[src/rtl/sad_block_search.sv]
// rtl/sad_block_search.sv - streaming block SAD engine with per-window minimum tracker
module sad_block_search #(
    parameter int WIDTH = 8,
    parameter int LANES = 4,
    parameter int ROWS  = 4,
    parameter int CANDS = 16,
    localparam int SAD_W = WIDTH + $clog2(LANES * ROWS),
    localparam int IDX_W = (CANDS > 1) ? $clog2(CANDS) : 1
) (
    input  logic                     clk,
    input  logic                     rst,
    input  logic                     clear_i,
    input  logic                     in_valid_i,
    input  logic [LANES*WIDTH-1:0]   ori_i,
    input  logic [LANES*WIDTH-1:0]   can_i,
    output logic                     sad_valid_o,
    output logic [SAD_W-1:0]         sad_out_o,
    output logic [IDX_W-1:0]         cand_idx_o,
    output logic                     best_valid_o,
    output logic [SAD_W-1:0]         best_sad_o,
    output logic [IDX_W-1:0]         best_idx_o
);

    localparam int LS_W   = WIDTH + $clog2(LANES);
    localparam int BEAT_W = (ROWS > 1) ? $clog2(ROWS) : 1;
    localparam logic [BEAT_W-1:0] BEAT_LAST = BEAT_W'(ROWS - 1);
    localparam logic [IDX_W-1:0]  CAND_LAST = IDX_W'(CANDS - 1);

    // Stage 1: input capture
    logic                   v1_q;
    logic [LANES*WIDTH-1:0] ori_q, ori_d;
    logic [LANES*WIDTH-1:0] can_q, can_d;

    // Stage 2: lane differences and lane sum
    logic                   v2_q;
    logic [WIDTH-1:0]       lane_diff [LANES];
    logic [LS_W-1:0]        lane_sum_q, lane_sum_d;

    // Stage 3: block accumulation and candidate numbering
    logic [BEAT_W-1:0]      beat_cnt_q, beat_cnt_d;
    logic [SAD_W-1:0]       acc_q, acc_d;
    logic [SAD_W-1:0]       sad_out_q, sad_out_d;
    logic                   sad_valid_q, sad_valid_d;
    logic [IDX_W-1:0]       cand_idx_q, cand_idx_d;
    logic [IDX_W-1:0]       cand_cnt_q, cand_cnt_d;

    // Minimum tracker
    logic [SAD_W-1:0]       min_q, min_d;
    logic [IDX_W-1:0]       min_idx_q, min_idx_d;
    logic [SAD_W-1:0]       cur_min;
    logic [IDX_W-1:0]       cur_idx;
    logic                   best_valid_q, best_valid_d;
    logic [SAD_W-1:0]       best_sad_q, best_sad_d;
    logic [IDX_W-1:0]       best_idx_q, best_idx_d;

    always_comb begin
        ori_d = ori_q;
        can_d = can_q;
        if (in_valid_i) begin
            ori_d = ori_i;
            can_d = can_i;
        end
    end

    // Compare-then-subtract keeps each lane difference exact whichever pixel is larger
    for (genvar i = 0; i < LANES; i++) begin : g_lane
        logic [WIDTH-1:0] a, b;
        assign a = ori_q[i*WIDTH +: WIDTH];
        assign b = can_q[i*WIDTH +: WIDTH];
        assign lane_diff[i] = (a >= b) ? (a - b) : (b - a);
    end

    always_comb begin
        lane_sum_d = '0;
        for (int i = 0; i < LANES; i++) begin
            lane_sum_d = lane_sum_d + LS_W'(lane_diff[i]);
        end
    end

    always_comb begin
        beat_cnt_d  = beat_cnt_q;
        acc_d       = acc_q;
        sad_out_d   = sad_out_q;
        sad_valid_d = 1'b0;
        cand_idx_d  = cand_idx_q;
        cand_cnt_d  = cand_cnt_q;
        if (v2_q) begin
            if (beat_cnt_q == BEAT_LAST) begin
                sad_out_d   = acc_q + SAD_W'(lane_sum_q);
                sad_valid_d = 1'b1;
                cand_idx_d  = cand_cnt_q;
                cand_cnt_d  = (cand_cnt_q == CAND_LAST) ? '0 : cand_cnt_q + 1'b1;
                acc_d       = '0;
                beat_cnt_d  = '0;
            end else begin
                acc_d      = acc_q + SAD_W'(lane_sum_q);
                beat_cnt_d = beat_cnt_q + 1'b1;
            end
        end
    end

    // Strict less-than so the earliest candidate wins a tie
    always_comb begin
        cur_min = min_q;
        cur_idx = min_idx_q;
        if (sad_out_q < min_q) begin
            cur_min = sad_out_q;
            cur_idx = cand_idx_q;
        end
    end

    always_comb begin
        min_d        = min_q;
        min_idx_d    = min_idx_q;
        best_valid_d = 1'b0;
        best_sad_d   = best_sad_q;
        best_idx_d   = best_idx_q;
        if (sad_valid_q) begin
            if (cand_idx_q == CAND_LAST) begin
                best_valid_d = 1'b1;
                best_sad_d   = cur_min;
                best_idx_d   = cur_idx;
                min_d        = '1;
                min_idx_d    = '0;
            end else begin
                min_d     = cur_min;
                min_idx_d = cur_idx;
            end
        end
    end

    always_ff @(posedge clk) begin
        if (rst || clear_i) begin
            v1_q         <= 1'b0;
            ori_q        <= '0;
            can_q        <= '0;
            v2_q         <= 1'b0;
            lane_sum_q   <= '0;
            beat_cnt_q   <= '0;
            acc_q        <= '0;
            sad_out_q    <= '0;
            sad_valid_q  <= 1'b0;
            cand_idx_q   <= '0;
            cand_cnt_q   <= '0;
            min_q        <= '1;
            min_idx_q    <= '0;
            best_valid_q <= 1'b0;
            best_sad_q   <= '0;
            best_idx_q   <= '0;
        end else begin
            v1_q         <= in_valid_i;
            ori_q        <= ori_d;
            can_q        <= can_d;
            v2_q         <= v1_q;
            lane_sum_q   <= lane_sum_d;
            beat_cnt_q   <= beat_cnt_d;
            acc_q        <= acc_d;
            sad_out_q    <= sad_out_d;
            sad_valid_q  <= sad_valid_d;
            cand_idx_q   <= cand_idx_d;
            cand_cnt_q   <= cand_cnt_d;
            min_q        <= min_d;
            min_idx_q    <= min_idx_d;
            best_valid_q <= best_valid_d;
            best_sad_q   <= best_sad_d;
            best_idx_q   <= best_idx_d;
        end
    end

    assign sad_valid_o  = sad_valid_q;
    assign sad_out_o    = sad_out_q;
    assign cand_idx_o   = cand_idx_q;
    assign best_valid_o = best_valid_q;
    assign best_sad_o   = best_sad_q;
    assign best_idx_o   = best_idx_q;

endmodule

[config.mk]
export PLATFORM = sky130hd
export DESIGN_NAME = sad_block_search
export DESIGN_NICKNAME = d
export VERILOG_FILES = /design/src/rtl/sad_block_search.sv
export SDC_FILE = /design/constraint.sdc
export NUM_CORES = 1
export LEC_CHECK = 0
export ABC_AREA = 1
export CAP_MARGIN = 30
export CORE_MARGIN = 1.5
export CORE_UTILIZATION = 53
export DETAILED_ROUTE_END_ITERATION = 8
export HOLD_SLACK_MARGIN = 0.06
export PLACE_DENSITY_LB_ADDON = 0.1
export SLEW_MARGIN = 20
export SYNTH_ARGS = -nofsm -noshare
export SYNTH_HDL_FRONTEND = slang
export SYNTH_SLANG_ARGS = --single-unit
[constraint.sdc]
create_clock -name clk -period 5.4 [get_ports clk]
set_input_delay 0.54 -clock clk [delete_from_list [all_inputs] [get_ports clk]]
set_output_delay 0.54 -clock clk [all_outputs]
set_load 0.05 [all_outputs]
After elaboration in Yosys (flattened, before gate mapping)

Index checks and enable logic that the tools add are counted.

Flip-flop bits (word level): 144
Word-level logic and storage cells: 58
Bits in latches: 0
Memories: 0
Bits in writable memories: 0
Input port bits: 68
ROM bits: 0

Multiplexer cells: 13
Bitwise operators: 2
Divide/modulo/power cells: 0
$mul: 0
Order comparisons: 5
Equal/unequal tests: 3
$add $sub $neg: 14
Reduce and logical (&&, ||, !) cells: 5
Shift operators: 0

Operators by type and width:

| kind                | count |
|---|---|
| $sub 8x8->8         | 8 |
| $mux 12             | 3 |
| $ge 8x8->1          | 4 |
| $mux 8              | 4 |
| $add 12x10->12      | 1 |
| $lt 12x12->1        | 1 |
| $mux 4              | 3 |
| $add 10x8->10       | 1 |
| $add 9x8->10        | 1 |
| $add 8x8->9         | 1 |
| $eq 4x4->1 const B  | 2 |
| $add 4x1->4 const B | 1 |
| $reduce_and 2->1    | 2 |
| $reduce_or 2->1     | 2 |
| $add 2x1->2 const B | 1 |
| $eq 2x2->1 const B  | 1 |
| $mux 1              | 2 |
| $mux 2              | 1 |
| $not 1->1           | 2 |
| $logic_or 1x1->1    | 1 |

Logic depth before layout (Yosys ltp)

Gate-level depths: netlist (run 1).

Depth in word-level cells: 5
Gate-level depth with buffers: 26

Least setup slack after synthesis (run 1)

Ideal clock, no wire load.

Path type: register to register
Start point: register ori_q[24]
End point: register lane_sum_q[7]
Clock period less this slack: 3.928 ns
Slack: 1.472 ns
Cell stages (with the launch flop): 24
Data required time: 5.330 ns
Arrival time: 3.859 ns
Path through: dfxtp_1 inv_1 ha_1 inv_1 fa_1 nand3_1 nand2_1 o21ai_0 nand2_1 nand2_1 nand2_1 fa_1 inv_1 fa_1 inv_1 ha_1 fa_1 nand3_1 nand2_1 nand2_1 nand2_1 a21oi_1 o21ai_0 a21oi_1

Cells in the longest elaborated chain, start to end: 3

RTL lines:

| element                                          | line | text |
|---|---|---|
| from (decl)                                      | 31   | `logic [LANES*WIDTH-1:0] ori_q, ori_d;` |
| from (signal assigned)                           | 152  | `ori_q <= ori_d;` |
| $sub 8x8->8 / $ge 8x8->1 (equally long branches) | 70   | `assign lane_diff[i] = (a >= b) ? (a - b) : (b - a);` |
| $mux 8 (*)                                       | 70   |  |
| $add 10x8->10 (*)                                | 76   | `lane_sum_d = lane_sum_d + LS_W'(lane_diff[i]);` |
| to (signal assigned)                             | 155  | `lane_sum_q <= lane_sum_d;` |
| to (decl)                                        | 37   | `logic [LS_W-1:0] lane_sum_q, lane_sum_d;` |

Every way passes the cells marked *; elsewhere a longest branch is shown, timed or not.
A chain may end at the register's enable or synchronous reset.

Final worst setup path (run 1)

Ends and elaborated chain as after synthesis.

==> results.cfg, run 1 <==
[global_routing]
grt_max_degree = 84
gr-total-overflow = 0
antenna_found_initial = 0
grt_usage = 0.234
grt_pass1_vias = 7562
grt_pass1_wl_mm = 34.8

[logic_synthesis]
netlist_area_um2 = 9500
synth.most_common_cell = nand2_1
async_flop_share = 0
syn_inst = 1313
synth.top_cell.area_share = 0.303
ys_seq_elements = 144
synth_common_cells = nand2_1, inv_1, a21oi_1
synth_edf_count = 0
syn_avg_cell_area_um2 = 7.23
synth_ff_type = dfxtp_1
yosys-top-cells-area = dfxtp_1, ha_1, nand2_1
seq_area_frac_synth = 0.303
yosysWarnings = 0
syn-num-nets = 1498
ys_types = 40
synth_largest_area_cell = dfxtp_1

[clock_tree]
cts_resized = 0
post_cts_buffers = 0
ctsHtreeMaxLevel = 4
cts_root_buf = clkbuf_16
clk_latency_ns = 0.43
tritoncts = done
cts.clk_slew.worst_paths_ns = 0.07
cts.sinks = 144
cts_hold_buffers = 0
numCtsBuffers = 17
clockBufferDepth = 2

[route]
first_pass_iters = 5
antenna_left = 0
drtIter0Drc = 371
vias_per_cell = 5.11
drc_errors = 0
drt-wirelength-per-cell_um = 13.2
dr_total_vias = 8296
finalWirelength_mm = 21.4

[die]
core.rowCount = 48
initial_utilization = 0.545
ioPinCount = 102
dieArea_um2 = 18700
die_w_um = 137
die-height_um = 137
core_area_um2 = 17400

[layout]
layout.nets = 1571
area_growth_pct = 17.6
utilization = 0.642
stdcell_area_um2 = 11200
insertedDiodeCount = 0
drive_above_1_share = 0.0508

[critical_path]
critPathCaptureType = flip-flop
crit_arrival_ns = 4.68
cp-start-kind = flip-flop
required_ns = 5.75
critPathKind = reg2reg
worstPathMaxFanout = 9

[sta]
fin_ws_ns = 1.07
tightest_slew_ns = 0.934
relSlewSlack = 0.375
max_freq_ghz = 0.231
fin_skew_ns = 0.00836
setup_tns_ns = 0
period_needed_ns = 4.33
setup_viol = 0
hold_viol_final = 0
fin_crit_sh = 0.801
slew_viol_final = 0
rsz0062_at_grt = false

[placement]
dp_hpwl_mm = 16.3
place_worst_setup_slack_ns = 1.11
portBuffers = 101
routabilityCongestion = 0.903
placed_cell_area_um2 = 10600

[outcome]
status = finished, final reports clean

[power]
powerDensity_nw_per_um2 = 341
p_leak_uw = 0.00516
ir_drop_mv = 0.268
finalPower_uw = 3810

[flow_run]
drv_cap = 0

[min_path]
hold_class = reg2reg
[flip-flops by register name, indices dropped and copies added, names as in the netlist]
register	cells
beat_cnt_q	2
v2_q	1
min_idx_q	4
best_idx_o	4
sad_out_o	12
can_q	32
v1_q	1
lane_sum_q	10
ori_q	32
cand_cnt_q	4
min_q	12
best_valid_o	1
acc_q	12
cand_idx_o	4
sad_valid_o	1
best_sad_o	12
[per-stage QoR]
stage                     hold slack, ns  instances
after floorplan                    0.394       1313
final                              0.413       1624
after global routing               0.440       1624
after CTS                          0.413       1624
after detailed placement           0.402       1592
after global placement             0.397       1592
[metal layers]
metal / vias up / track usage / wire length (um)
li1: 4369 / - / -
met1: 3740 / 0.286 / 10000
met2: 165 / 0.423 / 10400
met3: 22 / 0.0367 / 769
met4: 0 / 0.0690 / 293
met5: - / 0 / 0
[cell usage in the layout (no fill, tap or decap), types with 3 or more instances in the layout]
cell type and count:
a211oi_1 3, a21o_1 3, a21oi_1 173, buf_4 4, clkbuf_16 17, clkdlybuf4s50_1 101
clkinv_4 3, dfxtp_1 144, fa_1 25, ha_1 92, inv_1 208, inv_2 4
inv_6 4, nand2_1 261, nand2_2 6, nand2_4 5, nand3_1 37, nand4_1 7
nor2_1 54, nor3_1 9, o211ai_1 6, o21a_1 5, o21ai_0 108, o21ai_1 29
o21ai_2 12, o21bai_1 10, xnor2_1 10, xor2_1 35
[logic make-up (layout without fill, tap and decap cells)]
kind of cell,count (synthesis),after routing,share of synthesized area
adder cells (fa/ha/maj),117,117,0.174
XOR/XNOR,45,45,0.0415
AND/OR/NAND/NOR,386,386,0.168
buffers and inverters,264,350,0.110
AO/OA/AOI/OAI,357,357,0.203
flip-flops,144,144,0.303
[power by group]
group / leakage (uW) / total, uW / switching, uW / internal [uW]
Clock: 0.000284 / 1170 / 504 / 663
Sequential: 0.00117 / 1130 / 24.0 / 1110
Combinational: 0.00371 / 1510 / 932 / 578
[worst max-delay path: stages (launching register included)]
cell and delay [ns]:
dfxtp_1 0.31, inv_1 0.07, ha_1 0.16, inv_1 0.06
fa_1 0.43, nand3_1 0.10, nand2_1 0.08, o21ai_0 0.16
nand2_1 0.20, nand2_1 0.11, nand2_1 0.09, fa_1 0.55
inv_1 0.06, fa_1 0.52, inv_1 0.04, ha_1 0.21
fa_1 0.41, nand3_1 0.09, nand2_1 0.10, nand2_1 0.07
nand2_1 0.05, a21oi_1 0.16, o21ai_0 0.09, a21oi_1 0.15
[area by class of cell]
type | instances | area (um2)
fill | 1593 | 6240
clock inverter | 14 | 150
clock buffer | 18 | 439
inverter | 213 | 801
timing repair buffer | 105 | 1040
sequential | 144 | 2880
multi-input combinational | 905 | 5580
tap | 225 | 282
[worst paths after layout]
| check | slack (ns) | endpoint | cells after the start | start |
|---|---|---|---|---|
| max | 1.07 | lane_sum_q[7]$_SDFF_PP0_ | 23 | ori_q[24]$_SDFFE_PP0P_ |
| min | 0.41 | v2_q$_SDFF_PP0_ | 2 | v1_q$_SDFF_PP0_ |
| max reg2reg | 1.07 | lane_sum_q[7]$_SDFF_PP0_ | 23 | ori_q[24]$_SDFFE_PP0P_ |
| min reg2reg | 0.41 | v2_q$_SDFF_PP0_ | 2 | v1_q$_SDFF_PP0_ |
Note: power is estimated with default switching activity, not from simulation.
==> run 2: changes to the inputs <==
- clock period: 5.4 -> 4.16 ns (I/O delays scaled with it)
==> results.cfg, run 2 (synthesized netlist as in run 1, its figures left out) <==
[power]
finalPower_uw = 5180
ir_drop_mv = 0.327
powerDensity_nw_per_um2 = 451
p_leak_uw = 0.00523

[route]
wl_met2_mm = 10.4
vias_per_cell = 5.10
drt-wirelength-per-cell_um = 13.3
finalWirelength_mm = 21.9
first_pass_iters = 5
dr_total_vias = 8375
wl_met3_mm = 1.03
wirelength_met1_mm = 10.0
top_layer_used = met4
drc_errors = 0
antenna_left = 0
drtIter0Drc = 422

[sta]
fin_ws_ns = 0.0972
tightest_slew_ns = 0.851
relSlewSlack = 0.430
max_freq_ghz = 0.246
setup_tns_ns = 0
slew_viol_final = 0
period_needed_ns = 4.06
hold_viol_final = 0
setup_viol = 0
fin_skew_ns = 0.0104
fin_crit_sh = 0.977

[global_routing]
grt_usage = 0.236
grt_max_degree = 84
gr-total-overflow = 0
grt_pass1_wl_mm = 35.2
antenna_found_initial = 0
grt_pass1_vias = 7647

[layout]
insertedDiodeCount = 0
num-fill-cells = 1587
final_common_cell = nand2_1
area_growth_pct = 20.7
final_cells = 1641
utilization = 0.658
final_cell_mix = nand2_1, inv_1, a21oi_1
top_regs = can_q: 32 flops, ori_q: 32 flops
layout.nets = 1589
drive_above_1_share = 0.0925

[critical_path]
crit_path_end = lane_sum_q[7]$_SDFF_PP0_
critPathKind = reg2reg
rr_worst_depth = 22
slowest_stage = fa_1
r2r_setup_slack_ns = 0.1
cp_cell_sequence = inv_1, ha_2, nand2_1, nor3_1, o21ai_2, nand2_2, inv_1, nand2_1, nand2_2, fa_1, inv_1, fa_1, inv_1, ha_2, fa_2, nand3_1, nand2_1, nand2_1, nand2_1, a21oi_2, o21ai_1, a21oi_1
crit_path_start = ori_q[29]$_SDFFE_PP0P_
critPathCaptureType = flip-flop
crit_buf_inv = 4
worstPathMaxFanout = 6
crit_arrival_ns = 4.41
cp-start-kind = flip-flop
slowest_delay_ns = 0.53
cp_top_family = adder cells
worstSetupPathDepth = 22
crit_path_frequent_cell = nand2_1
r2r-start = ori_q[29]$_SDFFE_PP0P_
reg2reg_to = lane_sum_q[7]$_SDFF_PP0_
required_ns = 4.51

[clock_tree]
cts_root_buf = clkbuf_16
ctsHtreeMaxLevel = 4
cts.sinks = 144
tritoncts = done
clk_latency_ns = 0.43
clockBufferDepth = 2
cts.clk_slew.worst_paths_ns = 0.07
numCtsBuffers = 17

[outcome]
status = finished, final reports clean

[die]
die_w_um = 137
initial_utilization = 0.545
core.rowCount = 48
die-height_um = 137
dieArea_um2 = 18700
ioPinCount = 102
core_area_um2 = 17400

[placement]
place_worst_setup_slack_ns = 0.0496
portBuffers = 101
routabilityCongestion = 0.889
dp_hpwl_mm = 16.3
place_inst = 1602

[min_path]
hold_class = reg2reg
hold_path_startpoint = v1_q$_SDFF_PP0_

[flow_run]
drv_cap = 0
-- run 2: how the worst min path moves through the flow --
stage	endpoint	slack, ns	cells after the start
finish	v2_q$_SDFF_PP0_	0.41	2
floorplan	v2_q$_SDFF_PP0_	0.39	2
detailed placement	v2_q$_SDFF_PP0_	0.41	2
global placement	v2_q$_SDFF_PP0_	0.40	2
global route	v2_q$_SDFF_PP0_	0.43	2
CTS	v2_q$_SDFF_PP0_	0.42	2
-- run 2: what timing repair did --
item / in CTS / in global routing
endpoints found under the setup margin: 0 / 6
setup buffers: 0 / 6
resized for setup: 0 / 56
hold buffers: 0 / 0
-- run 2: metrics by stage --
step                      hold WS, ns  instance area, um2
after floorplan                 0.394                9500
after global routing            0.433               11500
after CTS                       0.417               11200
after detailed placement        0.409               10700
final                           0.413               11500
after global placement          0.395               10700
-- run 2: report_power, final --
part | internal [uW] | total [uW] | leakage, uW | switching [uW]
registers | 1440 | 1470 | 0.00117 | 29.6
clock network | 871 | 1480 | 0.000275 | 612
logic | 909 | 2230 | 0.00379 | 1320
total | 3220 | 5180 | 0.00523 | 1960
-- run 2: layout make-up --
class / instances / area (um2) / area share
Inverter: 213 / 801 / 0.0698
Clock inverter: 11 / 103 / 0.00895
Tap cell: 225 / 282 / 0.0245
Timing Repair Buffer: 121 / 1170 / 0.102
Clock buffer: 20 / 467 / 0.0407
Sequential cell: 144 / 2880 / 0.251
Multi-Input combinational cell: 907 / 5760 / 0.502
-- run 2: per-layer routing --
| layer | global-route usage | vias up |
|---|---|---|
| li1 | - | 4410 |
| met1 | 0.296 | 3740 |
| met2 | 0.412 | 202 |
| met3 | 0.0389 | 23 |
| met4 | 0.0772 | 0 |
| met5 | 0 | - |
-- run 2: worst reg2reg max path: stages, from the launching register on --
cell     delay (ns)
dfxtp_1        0.34
inv_1          0.06
ha_2           0.38
nand2_1        0.12
nor3_1         0.23
o21ai_2        0.11
nand2_2        0.11
inv_1          0.06
nand2_1        0.07
nand2_2        0.06
fa_1           0.53
inv_1          0.05
fa_1           0.53
inv_1          0.05
ha_2           0.20
fa_2           0.38
nand3_1        0.11
nand2_1        0.10
nand2_1        0.07
nand2_1        0.06
a21oi_2        0.15
o21ai_1        0.07
a21oi_1        0.15
